### config.mk
export PLATFORM = sky130hd
export DESIGN_NAME = wb_elastic_stage
export DESIGN_NICKNAME = d
export VERILOG_FILES = /design/src/rtl/wb_pkg.sv /design/src/rtl/wb_data_reg.sv /design/src/rtl/wb_elastic_stage.sv
export SDC_FILE = /design/constraint.sdc
export NUM_CORES = 1
export LEC_CHECK = 0
export CAP_MARGIN = 30
export CELL_PAD_IN_SITES_DETAIL_PLACEMENT = 0
export CELL_PAD_IN_SITES_GLOBAL_PLACEMENT = 1
export CORE_MARGIN = 4
export CORE_UTILIZATION = 42
export CTS_BUF_LIST = sky130_fd_sc_hd__clkbuf_4
export DETAILED_ROUTE_END_ITERATION = 7
export HOLD_SLACK_MARGIN = 0.12
export PLACE_DENSITY_LB_ADDON = 0.1
export SLEW_MARGIN = 40
export SYNTH_ARGS = -nofsm -noshare
export SYNTH_HDL_FRONTEND = slang
export SYNTH_SLANG_ARGS = --single-unit
### constraint.sdc
create_clock -name i_clk -period 3 [get_ports i_clk]
set_clock_uncertainty 0.2 [all_clocks]
set_input_delay 0.6 -clock i_clk [delete_from_list [all_inputs] [get_ports i_clk]]
set_output_delay 0.6 -clock i_clk [all_outputs]
set_load 0.05 [all_outputs]
### src/rtl/wb_pkg.sv
// Shared types and constants for the write-back elastic stage.
package wb_pkg;

    localparam int DEF_DATA_W = 32;

    localparam int CH_INSTR = 0;
    localparam int CH_MEM   = 1;

    // Encoded as {skid_valid, main_valid}; 2'b10 would be a skid entry without a main entry.
    typedef enum logic [1:0] {
        EMPTY = 2'b00,
        BUSY  = 2'b01,
        FULL  = 2'b11
    } wb_state_t;

endpackage

### src/rtl/wb_data_reg.sv
// Payload register with load enable and synchronous clear; used for main and skid slots.
module wb_data_reg #(
    parameter int W = 64
) (
    input  logic         clk,
    input  logic         rst,
    input  logic         en,
    input  logic [W-1:0] d,
    output logic [W-1:0] q
);

    always_ff @(posedge clk) begin
        if (rst) begin
            q <= '0;
        end else if (en) begin
            q <= d;
        end
    end

endmodule

### src/rtl/wb_elastic_stage.sv
// Two-entry skid-buffered pipeline register between memory-access and write-back.
// Optional output-stall counter enabled by defining WB_STALL_CNT_EN.
module wb_elastic_stage
    import wb_pkg::*;
#(
    parameter int DATA_W = DEF_DATA_W,
    parameter int N_CH   = 2
`ifdef WB_STALL_CNT_EN
    ,
    parameter int CNT_W  = 16
`endif
) (
    input  logic                   i_clk,
    input  logic                   i_s_rst,
    input  logic                   i_valid,
    output logic                   o_ready,
    input  logic [N_CH*DATA_W-1:0] i_data,
    input  logic                   i_flush,
    output logic                   o_valid,
    input  logic                   i_ready,
    output logic [N_CH*DATA_W-1:0] o_data
`ifdef WB_STALL_CNT_EN
    ,
    output logic [CNT_W-1:0]       o_stall_cnt
`endif
);

    localparam int W = N_CH * DATA_W;

    wb_state_t      state_q;
    wb_state_t      state_d;
    logic           main_v;
    logic           skid_v;
    logic           accept;
    logic           emit;
    logic           main_en;
    logic           skid_en;
    logic [W-1:0]   main_d;
    logic [W-1:0]   main_q;
    logic [W-1:0]   skid_q;

    assign main_v  = state_q[0];
    assign skid_v  = state_q[1];
    assign o_ready = ~skid_v;
    assign o_valid = main_v;
    assign o_data  = main_q;
    assign accept  = i_valid & o_ready;
    assign emit    = o_valid & i_ready;

    always_ff @(posedge i_clk) begin
        if (i_s_rst) begin
            state_q <= EMPTY;
        end else begin
            state_q <= state_d;
        end
    end

    always_comb begin
        state_d = state_q;
        if (i_flush) begin
            state_d = EMPTY;
        end else begin
            case (state_q)
                EMPTY:   if (accept) state_d = BUSY;
                BUSY: begin
                    if (accept && !emit) begin
                        state_d = FULL;
                    end else if (!accept && emit) begin
                        state_d = EMPTY;
                    end
                end
                FULL:    if (emit) state_d = BUSY;
                default: state_d = EMPTY;
            endcase
        end
    end

    // A flush suppresses every load, so both slots keep their stale contents.
    always_comb begin
        main_en = 1'b0;
        skid_en = 1'b0;
        main_d  = i_data;
        if (!i_flush) begin
            case (state_q)
                EMPTY: main_en = accept;
                BUSY: begin
                    main_en = accept & emit;
                    skid_en = accept & ~emit;
                end
                FULL: begin
                    main_en = emit;
                    main_d  = skid_q;
                end
                default: ;
            endcase
        end
    end

    wb_data_reg #(.W(W)) u_main (
        .clk (i_clk),
        .rst (i_s_rst),
        .en  (main_en),
        .d   (main_d),
        .q   (main_q)
    );

    wb_data_reg #(.W(W)) u_skid (
        .clk (i_clk),
        .rst (i_s_rst),
        .en  (skid_en),
        .d   (i_data),
        .q   (skid_q)
    );

    always_ff @(posedge i_clk) begin
        if (!i_s_rst) begin
            assert (!(skid_v && !main_v))
                else $error("wb_elastic_stage: skid valid without main valid");
        end
    end

`ifdef WB_STALL_CNT_EN
    logic [CNT_W-1:0] stall_q;

    always_ff @(posedge i_clk) begin
        if (i_s_rst) begin
            stall_q <= '0;
        end else if (o_valid && !i_ready && stall_q != '1) begin
            stall_q <= stall_q + CNT_W'(1);
        end
    end

    assign o_stall_cnt = stall_q;
`endif

endmodule
After elaboration in Yosys (flattened, before gate mapping)
Index checks and enable logic that the tools add are counted. W data, S select, Z words.

Multiplexer cells: 11. Equal/unequal tests: 5. Reductions and logical operators: 7. Bitwise operators: 6.

Operators by type and width (number): $mux W64 (2); $mux W2 (4); $pmux W2 S3 (1); $and A1 B1 Y1 (4); $ne A2 B2 Y1 const B (2); $mux W1 (3); $ne A3 B3 Y1 const B (1); $pmux W1 S3 (1); $reduce_and A3 Y1 (1); $eq A2 B1 Y1 const B (1); $eq A2 B2 Y1 const B (1); $logic_and A1 B1 Y1 (2); $logic_not A1 Y1 (2); $logic_not A2 Y1 (1); $not A1 Y1 (2); $reduce_or A2 Y1 (1).

Logic and storage cells: 32. Input port bits: 69. Register bits: 130. Output and inout port bits: 66.

Depth between registers and ports, before layout
Depth in word-level cells: 7. Gate-level depth with buffers: 8.

Modules after synthesis
A second synthesis with hierarchy kept.

Cell total of the unflattened synthesis: 512. Area, all modules: 5622.9 sq um.

Modules (own cells, without submodules): wb_data_reg (instances 2, cells each 206, area each 2290.9 sq um); wb_elastic_stage (instances 1, cells each 100, area each 1041.0 sq um).

Worst setup path after synthesis
OpenSTA, ideal clock, no wires.

Kind: reg2reg. Start point: reg state_q[0]. End point: reg u_main.q[53]. Setup slack: 0.706 ns. Data arrival time: 1.960 ns. Stages on the path, launching flop included: 7. Data required time: 2.666 ns. Period minus slack after synthesis: 2.294 ns. Cells stage by stage: dfxtp_1 -> ha_1 -> buf_2 -> buf_4 -> mux2_2 -> a211oi_1 -> a211oi_1.

Word-level cells in the longest chain between the ends: 4. Elaborated cells on any way between the ends: 9. Those cells by class: eq/ne (2); mux (4); bitwise (2); reduce/logical (1).

Ends and longest elaborated chain: start, declared (RTL line wb_elastic_stage.sv:30) `wb_state_t state_q;`; start signal, assigned (RTL line wb_elastic_stage.sv:54) `state_q <= state_d;`; $and A1 B1 Y1 (RTL line wb_elastic_stage.sv:48) `assign emit = o_valid & i_ready;`; $and A1 B1 Y1 (RTL line wb_elastic_stage.sv:87) `main_en = accept & emit;`; $pmux W1 S3 (RTL line wb_elastic_stage.sv:84) `case (state_q)`; $mux W1 (RTL line wb_elastic_stage.sv:83) `if (!i_flush) begin`; end signal, assigned (RTL line wb_data_reg.sv:14) `q <= '0;`; end signal, assigned (RTL line wb_data_reg.sv:16) `q <= d;`; end, declared (RTL line wb_data_reg.sv:9) `output logic [W-1:0] q`.

Parallel ways exist; a longest one is shown, timed or not. A chain may end at the register's enable or synchronous reset.

Final worst setup path
Start point: reg state_q[0]. End point: out o_valid.

RTL lines: end, declared (RTL line wb_elastic_stage.sv:19) `output logic o_valid,`.

No word-level cell between the ends.

==> summary.md <==
| Metric | Value |
|---|---|
| Die Area | `15,930 um^2` |
| Total chip power | `3766 uW` |
| Top cells by count, synth | `nand2_1, dfxtp_1, a211oi_1` |
| Router iterations before antenna repair | `4` |
| Relative max-transition margin | `0.5292` |
| Status | `finished clean` |
| GP Congestion | `0.8001` |
| Post-Syn Instances | `670` |
| Resized cells post-CTS | `0` |
| Post-CTS setup buffer count | `0` |
| Unique masters post-synth | `23` |
| Seq/Total Area, Yosys | `0.4433` |
| Reg2Reg Setup Slack | `560 ps` |
| Synth top area share | `0.4433` |
| Max Slew Vio Count | `0` |
| Crit path capture type | `primary output` |
| F_max | `362.3 MHz` |
| Placed Cells | `936` |
| Gr ovfl total | `0` |
| Top layer in use | `met4` |
| Clock root buffer | `clkbuf_4` |
| Die Width | `126.2 um` |
| Critical path's top delay family | `buffers and inverters` |
| Non-Filler Instances | `967` |
| Drt total wl | `15,690 um` |
| CORE AREA | `13,450 um^2` |
| Most numerous cell in the Yosys netlist | `nand2_1` |
| Startpoint types | `flop` |
| RSZ-0062 raised after global routing | `no` |
| Gr usage total | `0.1951` |
| FF+latch count, synth | `130` |
| Critical path class | `reg -> out` |
| Met2 WL | `7174 um` |
| Clock Tree Buf Depth | `2` |
| Final WS setup | `239.6 ps` |
| Worst-Skew Late Latency | `520 ps` |
| WL/cell | `16.22 um` |
| Initial Util | `0.4364` |
| Hold Buf Count CTS | `0` |
| Vias in the first global route | `5,020` |
| Io pins | `135` |
| Crit path arrival time | `1960 ps` |
| PD cells | `495.8 nW/um^2` |
| Pre-CTS WS | `201.3 ps` |
| Final #Nets | `854` |
| Max incr delay on CP | `900 ps` |
| Post-synth top flop | `dfxtp_1` |
| EDFF count, synth | `0` |
| Min-delay worst type | `reg -> reg` |
| Via/cell ratio | `5.262` |
| Layout cells sized above 1 | `0.1479` |
| ANT nets after route | `0` |
| Total CTS buffers | `17` |
| CTS H-tree lvls | `4` |
| M1 WL | `7214 um` |
| Crit-path cells | `clkdlybuf4s50_1` |
| DRC Markers | `0` |
| Syn_nets | `745` |
| Mapped cell area | `5871 um^2` |
| Peak supply drop | `0.2702 mV` |
| First-pass GRT wire length | `25,210 um` |
| ANT cells | `0` |
| Worst-path clk slew | `100 ps` |
| Largest net degree at the start of global routing | `65` |
| Row count | `42` |
| Initial antenna violation count | `0` |
| Asr flop ratio synth | `0` |
| Top post-synthesis cells by area | `dfxtp_1, a211oi_1, mux2_2` |
| Leak Pwr | `0.002550 uW` |
| YS warnings | `0` |
| Tcrit/Tclk final | `0.9201` |
| HPWL after DPL | `10,050 um` |
| # Max-Cap Violations | `0` |
| Slew @ Worst Pin | `706.3 ps` |
| Die Ht | `126.2 um` |
| Critical-path top delay cell | `clkdlybuf4s50_1` |
| Clock sinks | `130` |
| Critical Path RT | `2200 ps` |
| Final setup vio count | `0` |
| Final Critical Period | `2760 ps` |
| DRT iter0 DRCs | `284` |
| Buffer and inverter count on the worst path | `1` |
| Met3 routed WL | `1101 um` |
| CTS tree | `done` |
| Post-synth top area cell | `dfxtp_1` |
| Post-Syn Area per Cell | `8.762 um^2` |
| Worst Path Max Fanout | `7` |
| Final setup TNS | `0 ps` |
| Final Hold Fails | `0` |
| PortBufs | `134` |
| Vias | `5,088` |
| Synthesis-to-layout area growth | `29.39%` |
[stage by stage]
step           utilization  hold WS, ps  instance area (um^2)
2_1_floorplan            -        232.9                  5871
3_3_place_gp        0.5457        237.5                  7341
3_5_place_dp        0.5457        243.9                  7341
4_1_cts             0.5646        258.7                  7596
5_1_grt             0.5646        271.0                  7596
6_report            0.5646        255.8                  7596
[state kept, by name, summed over array words and instances, names as in the netlist]
register and count:
u_main.q 64, state_q 2, u_skid.q 64
[logic make-up after synthesis]
logic type | synth area share
buffers and inverters | 0.1012
muxes | 0.1262
DFF | 0.4433
adders and majority gates | 0.01279
AOI/OAI and AO/OA | 0.2242
and+or+nand+nor | 0.09229
[routing by layer]
metal,vias up,track usage
li1,2533,-
met3,21,0.06774
met4,0,0.06625
met1,2395,0.2490
met5,-,0
met2,139,0.3086
[layout by cell type, fill, tap and decap left out]
| cell | netlist | final |
|---|---|---|
| a32oi_4 | 0 | 1 |
| and3b_2 | 0 | 1 |
| clkinv_2 | 0 | 3 |
| buf_12 | 0 | 5 |
| nand3b_1 | 2 | 2 |
| clkbuf_4 | 0 | 22 |
| buf_4 | 4 | 16 |
| mux2i_1 | 2 | 2 |
| mux2_2 | 64 | 64 |
| a21oi_1 | 64 | 64 |
| a21o_2 | 0 | 1 |
| nand2b_1 | 1 | 1 |
| or3_1 | 1 | 1 |
| ha_1 | 6 | 5 |
| nor2_1 | 1 | 1 |
| ha_4 | 0 | 1 |
| nand2_1 | 132 | 132 |
| clkinv_1 | 0 | 4 |
| a211oi_1 | 128 | 128 |
| clkdlybuf4s50_1 | 0 | 133 |
| a222oi_1 | 1 | 1 |
| dfxtp_1 | 130 | 130 |
| inv_1 | 69 | 69 |
| a211o_1 | 1 | 1 |
| or2_2 | 0 | 1 |
| bufinv_16 | 0 | 2 |
[power breakdown]
group / total [uW] / internal (uW) / switching (uW) / leakage (uW)
clock: 1120 / 522 / 595 / 0.000147
sequential: 1860 / 1810 / 48.6 / 0.00106
combinational: 791 / 313 / 479 / 0.00134
[final timing paths]
path / startpoint / to / cells past startpoint
min: u_skid.q[63] / u_skid.q[63] / 2
min reg2reg: u_skid.q[63] / u_skid.q[63] / 2
max: state_q[0] / o_valid / 1
max reg2reg: state_q[0] / u_main.q[10] / 5
[cell type report]
type	instances	area (um^2)
Inverter	69	259.0
Clock buffer	22	165.2
Fill cell	1245	5857
Multi-Input combinational cell	407	2708
Timing Repair Buffer	154	1551
Clock inverter	9	90.09
Tap cell	176	220.2
Sequential cell	130	2603
No activity file was read; power rests on OpenSTA's default activity.
